### config.mk
export PLATFORM = sky130hd
export DESIGN_NAME = reg_writeback_queue
export DESIGN_NICKNAME = d
export VERILOG_FILES = /design/src/rtl/reg_writeback_queue.sv
export SDC_FILE = /design/constraint.sdc
export NUM_CORES = 1
export LEC_CHECK = 0
export ABC_AREA = 1
export CAP_MARGIN = 5
export CORE_MARGIN = 2
export CORE_UTILIZATION = 45
export CTS_CLUSTER_SIZE = 24
export DETAILED_ROUTE_END_ITERATION = 16
export PLACE_DENSITY = 0.74
export SYNTH_ARGS = -nofsm -noshare
export SYNTH_HDL_FRONTEND = slang
export SYNTH_SLANG_ARGS = --single-unit
### constraint.sdc
create_clock -name elk -period 3.8 [get_ports elk]
set_clock_uncertainty 0.2 [all_clocks]
set_input_delay 0.57 -clock elk [delete_from_list [all_inputs] [get_ports elk]]
set_output_delay 0.57 -clock elk [all_outputs]
set_load 0.01 [all_outputs]
### src/rtl/reg_writeback_queue.sv
// Writeback queue: in-order FIFO feeding a register file, one write per two cycles.
// Optional bypass snooping of the read ports is enabled with macro REG_WB_BYPASS_EN.
module reg_writeback_queue #(
    parameter int unsigned DEPTH = 4
) (
    input  logic        elk,
    input  logic        nrst,
    input  logic        in_valid,
    output logic        in_ready,
    input  logic [4:0]  in_addr,
    input  logic [31:0] in_data,
    input  logic        flush,
    output logic        wr_en,
    output logic [4:0]  wr_addr,
    output logic [31:0] wr_data,
    input  logic [4:0]  rd_addrA,
    input  logic [4:0]  rd_addrB,
    output logic        byp_hitA,
    output logic [31:0] byp_dataA,
    output logic        byp_hitB,
    output logic [31:0] byp_dataB,
    output logic [4:0]  count,
    output logic [7:0]  drop_cnt
);

    localparam int unsigned PW = $clog2(DEPTH);

    typedef enum logic [1:0] {IDLE, WRITE, GAP} state_t;

    state_t        state, state_nxt;
    logic [4:0]    addr_mem [DEPTH];
    logic [31:0]   data_mem [DEPTH];
    logic [PW-1:0] rd_ptr, wr_ptr;
    logic          accept, push, pop;

    assign in_ready = nrst && (count < 5'(DEPTH));
    assign accept   = in_valid && in_ready && !flush;
    assign push     = accept && (in_addr != '0);
    assign wr_en    = (state == WRITE);

    always_comb begin
        state_nxt = state;
        pop       = 1'b0;
        case (state)
            IDLE, GAP: begin
                if (count != '0) begin
                    pop       = 1'b1;
                    state_nxt = WRITE;
                end else begin
                    state_nxt = IDLE;
                end
            end
            WRITE:   state_nxt = GAP;
            default: state_nxt = IDLE;
        endcase
        // Flush overrides everything, including a pop on the same edge.
        if (flush) begin
            pop       = 1'b0;
            state_nxt = IDLE;
        end
    end

    always_ff @(posedge elk or negedge nrst) begin
        if (!nrst) state <= IDLE;
        else       state <= state_nxt;
    end

    always_ff @(posedge elk) begin
        if (push) begin
            addr_mem[wr_ptr] <= in_addr;
            data_mem[wr_ptr] <= in_data;
        end
    end

    always_ff @(posedge elk or negedge nrst) begin
        if (!nrst) begin
            rd_ptr   <= '0;
            wr_ptr   <= '0;
            count    <= '0;
            drop_cnt <= '0;
            wr_addr  <= '0;
            wr_data  <= '0;
        end else if (flush) begin
            rd_ptr <= '0;
            wr_ptr <= '0;
            count  <= '0;
        end else begin
            if (push) wr_ptr <= wr_ptr + PW'(1);
            if (pop) begin
                rd_ptr  <= rd_ptr + PW'(1);
                wr_addr <= addr_mem[rd_ptr];
                wr_data <= data_mem[rd_ptr];
            end
            case ({push, pop})
                2'b10:   count <= count + 5'd1;
                2'b01:   count <= count - 5'd1;
                default: count <= count;
            endcase
            if (accept && (in_addr == '0) && (drop_cnt != 8'hFF))
                drop_cnt <= drop_cnt + 8'd1;
        end
    end

`ifdef REG_WB_BYPASS_EN
    // Scan oldest to youngest so the last match wins; the in-flight entry is oldest of all.
    function automatic logic [32:0] lookup(input logic [4:0] a);
        logic [32:0]   res;
        logic [PW-1:0] idx;
        res = '0;
        if (a != '0) begin
            if ((state != IDLE) && (wr_addr == a)) res = {1'b1, wr_data};
            for (int unsigned i = 0; i < DEPTH; i++) begin
                idx = rd_ptr + PW'(i);
                if ((5'(i) < count) && (addr_mem[idx] == a))
                    res = {1'b1, data_mem[idx]};
            end
        end
        return res;
    endfunction

    always_comb begin
        {byp_hitA, byp_dataA} = lookup(rd_addrA);
        {byp_hitB, byp_dataB} = lookup(rd_addrB);
    end
`else
    logic unused_rd;
    assign unused_rd = ^{rd_addrA, rd_addrB};
    assign byp_hitA  = 1'b0;
    assign byp_dataA = '0;
    assign byp_hitB  = 1'b0;
    assign byp_dataB = '0;
`endif

endmodule

# Word level (Yosys, flattened, before mapping)

Memory sizes are Yosys's and may differ from the RTL's. A register that Yosys moved wholly into a read port is not among the register bits.
Index checks and enable logic that the tools add are counted.

Output and inout bits: 118
Memories kept: 2
Bits in writable memories: 148
Word-level logic and storage cells: 52
Register bits: 19
Input bits: 51

Memory list:

| memory   | depth | width | read ports | clocked after memory_dff | write ports | RTL line | text |
|---|---|---|---|---|---|---|---|
| data_mem | 4     | 32    | 1          | 1                        | 1           | 32       | `logic [31:0] data_mem [DEPTH];` |
| addr_mem | 4     | 5     | 1          | 1                        | 1           | 31       | `logic [4:0] addr_mem [DEPTH];` |

$add $sub $neg: 5
Muxes and demuxes: 14
$lt $le $gt $ge: 1
Bitwise operators: 1
Equal/unequal tests: 5
Reductions and logical operators: 19

Operators with widths:

| operator                                                    | count |
|---|---|
| two-way mux 2 bit                                           | 5 |
| case mux 5 bit (2 select lines)                             | 1 |
| nonzero test 5 bit                                          | 2 |
| adder 8 x 1 -> 8 bit (second input constant)                | 1 |
| inequality test 8 bit (second input constant)               | 1 |
| logical AND 1 bit                                           | 6 |
| two-way mux 1 bit                                           | 6 |
| adder 5 x 1 -> 5 bit (second input constant)                | 1 |
| zero test 5 bit                                             | 1 |
| less-than comparator 5 x 3 -> 1 bit (second input constant) | 1 |
| two-way mux 5 bit                                           | 1 |
| subtractor 5 x 1 -> 5 bit (second input constant)           | 1 |
| adder 2 x 1 -> 2 bit (second input constant)                | 2 |
| == test 2 x 1 -> 1 bit (second input constant)              | 2 |
| == test 2 bit (second input constant)                       | 2 |
| case mux 2 bit (2 select lines)                             | 1 |
| AND reduction 2 bit                                         | 2 |
| nonzero test 2 bit                                          | 2 |
| zero test 1 bit                                             | 3 |
| nonzero test 3 bit                                          | 1 |
| zero test 2 bit                                             | 1 |
| OR reduction 2 bit                                          | 1 |
| NOT 1 bit                                                   | 1 |

# Longest topological paths before layout

Gate-level depths: netlist of the first run.

Depth in word-level cells: 8
Depth in mapped cells: 16

# Worst setup path before layout of the first run

No wires, ideal clock.

Path type: in2reg
Start point: in nrst
End point: mem addr_mem[0][0], enable pin
Slack: 0.636 ns
Data arrival time: 2.533 ns
Library setup time: 0.431 ns
Cell stages on the path: 4
Buffers on the path: 0
Path through: nand3_1 > nor2_4 > nand2_4 > nor2_1

Longest elaborated chain between the ends: 6

Ends and longest elaborated chain:

| item                                    | RTL line | text |
|---|---|---|
| from (decl)                             | 7        | `input logic nrst,` |
| logical AND 1 bit                       | 36       | `assign in_ready = nrst && (count < 5'(DEPTH));` |
| logical AND 1 bit (2 in a row)          | 37       | `assign accept = in_valid && in_ready && !flush;` |
| logical AND 1 bit                       | 38       | `assign push = accept && (in_addr != '0);` |
| two-way mux 1 bit                       | 69       | `if (push) begin` |
| two-way mux 1 bit (not written as such) | 70       | `addr_mem[wr_ptr] <= in_addr;` |
| to (decl)                               | 31       |  |

Every way passes these cells.

# Worst setup path in the final report of the first run

Start point: in flush
End point: mem data_mem[0][20], enable pin

Longest elaborated chain between the ends: 5

Ends and longest elaborated chain:

| item                                    | RTL line | text |
|---|---|---|
| from (decl)                             | 12       | `input logic flush,` |
| zero test 1 bit                         | 37       |  |
| logical AND 1 bit                       | 37       |  |
| logical AND 1 bit                       | 38       |  |
| two-way mux 1 bit                       | 69       |  |
| two-way mux 1 bit (not written as such) | 71       | `data_mem[wr_ptr] <= in_data;` |
| to (decl)                               | 32       |  |

Every way passes these cells.

==> results.yml, run 1 <==
floorplanning:
  initial_utilization_pct: 45.6
  core-area_mm2: 0.0186
  die_h_um: 141
  io_pins: 169
  rows: 50
  die_area_mm2: 0.0199
  die_w_um: 141
cells_and_area:
  n_antenna_cell: 0
  multi_input_area_mm2: 0.00217
  nFillCells: 1501
  layout.nets: 867
  area_growth_pct: 18.6
  seqCellArea_mm2: 0.00585
  final_layout_size_suffix_gt1_share_pct: 8.74
synthesis:
  synth-simple-area-share_pct: 12.5
  synth-compound-area-share_pct: 7.80
  yosys.area_share.adder_pct: 1.03
  yosysMostFrequentCell: "edfxtp_1"
  synth_common_cells: "edfxtp_1 (148), nand2_1 (132), nor2_1 (89)"
  synth_xor_area_share_pct: 0.930
  synthMuxAreaShare_pct: 0.133
  yosys.area.top_type: "edfxtp_1"
  synth_cell_types: 30
  ys_seq_area_share_pct: 69.0
  synth_edf_count: 148
  synth_top_family_by_area: "simple AND/OR/NAND/NOR gates"
  synthFlopType: "edfxtp_1"
  synth_area_mm2: 0.00847
  synth_area_per_cell_um2: 11.8
  synthArstFlopShare_pct: 27.5
  yosysTopAreaCellShare_pct: 52.5
  ys_seq_elements: 204
  postSynthCellCount: 715
  synth_area_leaders: "edfxtp_1 (52%), dfrtp_1 (17%), buf_4 (6.0%)"
  yosys_warnings: 0
clock_network:
  clkSlewWorstSetupHoldPaths_ns: 0.06
  clock_sinks: 204
  postCtsSetupRepairBufs: 0
  clockBufferDepth: 3
  insertion_delay_ns: 0.48
  ctsHoldBuffers: 0
  cts_resized: 0
  ctsRootBufferMaster: "clkbuf_16"
  cts_tree: "done"
  cts-buffers-inserted: 21
  cts.htree.levels: 1
timing:
  finalCritPeriodShare_pct: 71.1
  drv_slew: 0
  rsz0062_at_grt: "no"
  setup_tns_ns: 0
  finalCriticalPeriod_ns: 2.70
  fmax_mhz: 370
  final_hold_viol_count: 0
  setup_violations: 0
  worst_hold_slack_ns: 0.0749
  worst_pin_slew_ns: 0.796
  slew_headroom_pct: 46.9
critical_path:
  worstSetupStartpointType: "input port"
  critical-path-top-delay-family: "buffers and inverters"
  endpoint_kind: "register"
  crit_type: "in2reg"
  reg2reg_slack_ns: 1.23
  path_cells: "clkdlybuf4s50_1, inv_2, nand2_2, nor2_4, nand2_4, nor2_4, buf_4"
  critPathMaxFanout: 21
  crit_required_ns: 3.74
  cp.arrival_ns: 2.65
  critical_path.most_common_cell: "nor2_4"
  cpMaxStageDelayCell: "clkdlybuf4s50_1"
  max_stage_delay_ns: 0.58
  path_buf_inv: 3
global_route:
  grt_use_total_pct: 16.7
  grt-ovfl-total: 0
  grt_pass1_wl_um: 26200
  antenna_found_initial: 0
  grt_max_degree: 75
  grt_pass1_vias: 5031
worst_hold_path:
  hp-class: "in2async"
power_and_ir_drop:
  ir_worst_vdd_mv: 0.369
  power.leakage_uw: 0.00394
  power_density_mw_per_mm2: 670
outcome:
  outcome: "complete, no violations"
placement:
  port_buffers: 92
  hpwl_um: 9620
  place.gp.congestion: 0.744
routing:
  ant_nets: 0
  vias: 5202
  drtPass1Iterations: 4
  viasPerCell: 4.92
  wl_um: 16700
  drt_iter0_markers: 395
  drcViolationCount: 0
  wl_per_cell_um: 15.7
job:
  cap_violations: 0
power breakdown:
group	total [uW]	internal [uW]	switching (uW)
logic	2030	822	1200
registers	2840	2680	156
clock network	1870	1080	789
cell usage in the layout (no fill, tap or decap), types with 3 or more instances in the layout:
cell	count
inv_2	7
inv_1	18
xnor2_1	3
nor2_1	85
nor2_4	8
clkbuf_1	4
nand3_1	10
clkbuf_16	21
edfxtp_1	148
clkdlybuf4s50_1	91
dfrtp_1	55
clkinv_1	4
nand2_2	3
clkinv_2	3
conb_1	66
buf_4	12
nand2_1	132
clkbuf_8	3
o22ai_1	38
xor2_1	6
nand2_4	3
o21ai_0	77
ha_1	7
cells by family after synthesis:
| family | Yosys count |
|---|---|
| and+or+nand+nor | 250 |
| DFF | 204 |
| buffers and inverters | 122 |
| AOI/OAI and AO/OA | 121 |
| xor gates and xnor gates | 9 |
| adders and majority gates | 7 |
| other | 1 |
| muxes | 1 |
registers in the layout, indices dropped and copies added, names as in the netlist:
signal / cells
data_mem: 128
wr_data: 32
addr_mem: 20
drop_cnt: 8
count: 5
wr_addr: 5
rd_ptr: 2
state: 2
wr_ptr: 2
layout make-up:
cell class              count  share of cell area, %
multi-input cells         454                   21.6
well taps                 234                   2.91
inverters                  25                  0.934
clock buffers              28                   5.79
flip-flops and latches    204                   58.2
repair buffers            103                   9.97
clock inverters            10                  0.548
worst paths after layout:
kind / from / end / depth (start not counted)
max: flush / data_mem[0][20] / 7
min: nrst / wr_addr[3] / 2
max reg2reg: count[4] / data_mem[0][20] / 6
min reg2reg: state[1] / state[1] / 1
max in group asynchronous: nrst / rd_ptr[0] / 2
min in group elk: state[1] / state[1] / 1
stage by stage:
| stage | cells | setup WS (ns) | total power (uW) | cell area [um2] | utilization [%] |
|---|---|---|---|---|---|
| 6_report | 1058 | 1.10 | 6730 | 10000 | 54.1 |
| 5_1_grt | 1058 | 0.956 | 7160 | 10000 | 54.1 |
| 4_1_cts | 1058 | 1.07 | 6810 | 10000 | 54.1 |
| 3_5_place_dp | 1020 | 0.584 | 4930 | 9410 | 50.6 |
| 3_3_place_gp | 1020 | 0.623 | 4880 | 9410 | 50.6 |
| 2_1_floorplan | 780 | 0.636 | 4130 | 8720 | - |
routing by layer:
layer | GRT usage (%) | part of all wire, % | up-vias
li1 | - | - | 2508
met1 | 20.4 | 41 | 2513
met2 | 31.2 | 53 | 166
met3 | 2.45 | 4.8 | 15
met4 | 4.32 | 1.5 | 0
met5 | 0 | 0 | -
No activity file was read; power rests on OpenSTA's default activity.
==> run 2, diff against run 1 <==
--- a/config.mk
+++ b/config.mk
@@ -11,7 +11,7 @@
 export CORE_UTILIZATION = 45
 export CTS_CLUSTER_SIZE = 24
 export DETAILED_ROUTE_END_ITERATION = 16
-export PLACE_DENSITY = 0.74
+export PLACE_DENSITY = 0.77
 export SYNTH_ARGS = -nofsm -noshare
 export SYNTH_HDL_FRONTEND = slang
 export SYNTH_SLANG_ARGS = --single-unit
==> constraint.sdc (replaced) <==
create_clock -name elk -period 2.4 [get_ports elk]
set_clock_uncertainty 0.2 [all_clocks]
set_input_delay 0.36 -clock elk [delete_from_list [all_inputs] [get_ports elk]]
set_output_delay 0.36 -clock elk [all_outputs]
set_load 0.01 [all_outputs]
==> run 2 against run 1 <==
Via count grew 4.6%. Clock-buffer cell count shrank 2. Largest cell class unchanged. Non-clock buffer count increased by 31. Utilization increased by 1.9 points. Sequential share of layout area is 1.9 points lower. Sequential power increased by 60%. Cell count is 2.7% higher. Clock power is 64% higher.
==> results.yml, run 2 (synthesis results as in run 1) <==
outcome:
  outcome: "complete, no violations"
cells_and_area:
  final_area_mm2: 0.0104
  largest_reg_flops: 128
  top_register: "data_mem"
  seqCellArea_mm2: 0.00585
  area_growth_pct: 22.6
  layout_commonest_cell: "edfxtp_1"
  nFillCells: 1474
  final_cell_mix: "edfxtp_1 (148), nand2_1 (132), clkdlybuf4s50_1 (90), nor2_1 (85), o21ai_0 (77)"
  layout.nets: 897
  largest_registers: "data_mem (128), wr_data (32), addr_mem (20)"
  multi_input_area_mm2: 0.00217
  n_antenna_cell: 0
  final_layout_size_suffix_gt1_share_pct: 12.4
power_and_ir_drop:
  power_density_mw_per_mm2: 1060
  ir_worst_vdd_mv: 0.776
  power.leakage_uw: 0.00414
routing:
  drtPass1Iterations: 4
  drt_iter0_markers: 431
  vias: 5440
  viasPerCell: 5.00
  wl_per_cell_um: 16.1
  drcViolationCount: 0
  wl_um: 17500
  ant_nets: 0
global_route:
  grt_max_degree: 57
  grt_pass1_wl_um: 28200
  grt_pass1_vias: 5434
  grt_use_total_pct: 18.0
  antenna_found_initial: 0
  grt-ovfl-total: 0
critical_path:
  path_cells: "inv_2, nand3_1, nor2_4, nand2_4, nand2_4, nand2_1, nand2_1, inv_1, ha_1, inv_1, nand2_1, xnor2_1, o22ai_1"
  crit_required_ns: 2.57
  rr_endpoint: "count[2]"
  endpoint_kind: "register"
  cpMaxStageDelayCell: "dfrtp_1"
  cp.arrival_ns: 2.34
  max_stage_delay_ns: 0.44
  crit_type: "reg2reg"
  critical_path.most_common_cell: "nand2_1"
  critPathMaxFanout: 5
  rr_worst_depth: 13
  reg2reg_from: "count[2]"
  worstSetupStartpointType: "register"
  reg2reg_slack_ns: 0.23
timing:
  slew_headroom_pct: 47.0
  worst_pin_slew_ns: 0.794
  finalCriticalPeriod_ns: 2.17
  layout_setup_ws_ns: 0.228
  rsz0062_at_grt: "no"
  drv_slew: 0
  fmax_mhz: 460
  finalCritPeriodShare_pct: 90.5
  setup_violations: 0
  final_hold_viol_count: 0
  worst_hold_slack_ns: 0.246
clock_network:
  cts.htree.levels: 1
  postCtsSetupRepairBufs: 0
  cts-buffers-inserted: 20
  insertion_delay_ns: 0.49
  clkSlewWorstSetupHoldPaths_ns: 0.07
  ctsRootBufferMaster: "clkbuf_16"
  clockBufferDepth: 3
  cts_tree: "done"
  clock_sinks: 204
worst_hold_path:
  worstHoldStart: "state[1]"
  hp-class: "reg2reg"
  worst_hold_path.endpoint: "state[1]"
  hold_path_depth: 1
floorplanning:
  die_area_mm2: 0.0199
  core-area_mm2: 0.0186
  io_pins: 169
  rows: 50
  die_h_um: 141
  die_w_um: 141
  initial_utilization_pct: 45.6
placement:
  dpl_cell_area_mm2: 0.00972
  hpwl_um: 11200
  pre_cts_ws_ns: -0.176
  place.gp.congestion: 0.760
  port_buffers: 92
job:
  cap_violations: 0
[run 2: changes by cell type in the layout (fill, tap and decap cells not counted), moves of 2 or more]
cell,before,now
clkbuf_8,3,5
clkinv_2,3,5
buf_4,12,34
clkinv_1,4,2
clkbuf_1,4,1
buf_12,0,7
[run 2: per-stage QoR]
step / instances / util [%] / total power, uW / TNS [ns]
floorplan: 780 / - / 6540 / -21.93
global placement: 1050 / 52.3 / 7880 / -0.198
CTS: 1087 / 55.9 / 11100 / 0
global route: 1087 / 55.9 / 11600 / 0
finish: 1087 / 55.9 / 11000 / 0
detailed placement: 1050 / 52.3 / 7980 / -0.429
[run 2: layer usage]
layer | vias up | track usage, % | part of all wire (%)
met1 | 2628 | 22.3 | 40
met3 | 30 | 2.79 | 5.8
met4 | 0 | 6.26 | 2.2
li1 | 2577 | - | -
met5 | - | 0 | 0
met2 | 205 | 32.0 | 52
[run 2: repair_timing]
| action | CTS | global route |
|---|---|---|
| setup endpoints to repair | 1 | 0 |
| endpoints found under the hold margin | 56 | 0 |
| hold buffers | 1 | 0 |
| gates resized for setup | 2 | 0 |
[run 2: worst max path at each step]
stage                     startpoint             end  cells after the start
after floorplan             count[3]  addr_mem[0][0]                      5
after global placement    in_addr[1]        count[4]                     16
after detailed placement  in_addr[1]        count[2]                     12
after CTS                   count[3]        count[2]                     13
after global routing        count[3]        count[4]                     15
final                       count[2]        count[2]                     13
[run 2: power breakdown]
| part | internal, uW | switching, uW |
|---|---|---|
| clock | 1800 | 1270 |
| combinational | 1430 | 1910 |
| sequential | 4250 | 308 |
[run 2: layout make-up]
type	instances	area share, %
multi-input combinational	454	20.9
sequential	204	56.3
inverter	25	0.903
tap	234	2.82
timing repair buffer	134	12.7
clock buffer	26	5.52
clock inverter	10	0.843
[run 2: worst max-delay path: cells and delay by family, from the launching register on]
family,cells,cell delay (ns)
buf+inv,3,0.22
simple gates,7,0.73
xor+xnor,1,0.20
flops,1,0.44
fa+ha+maj,1,0.16
compound gates,1,0.10
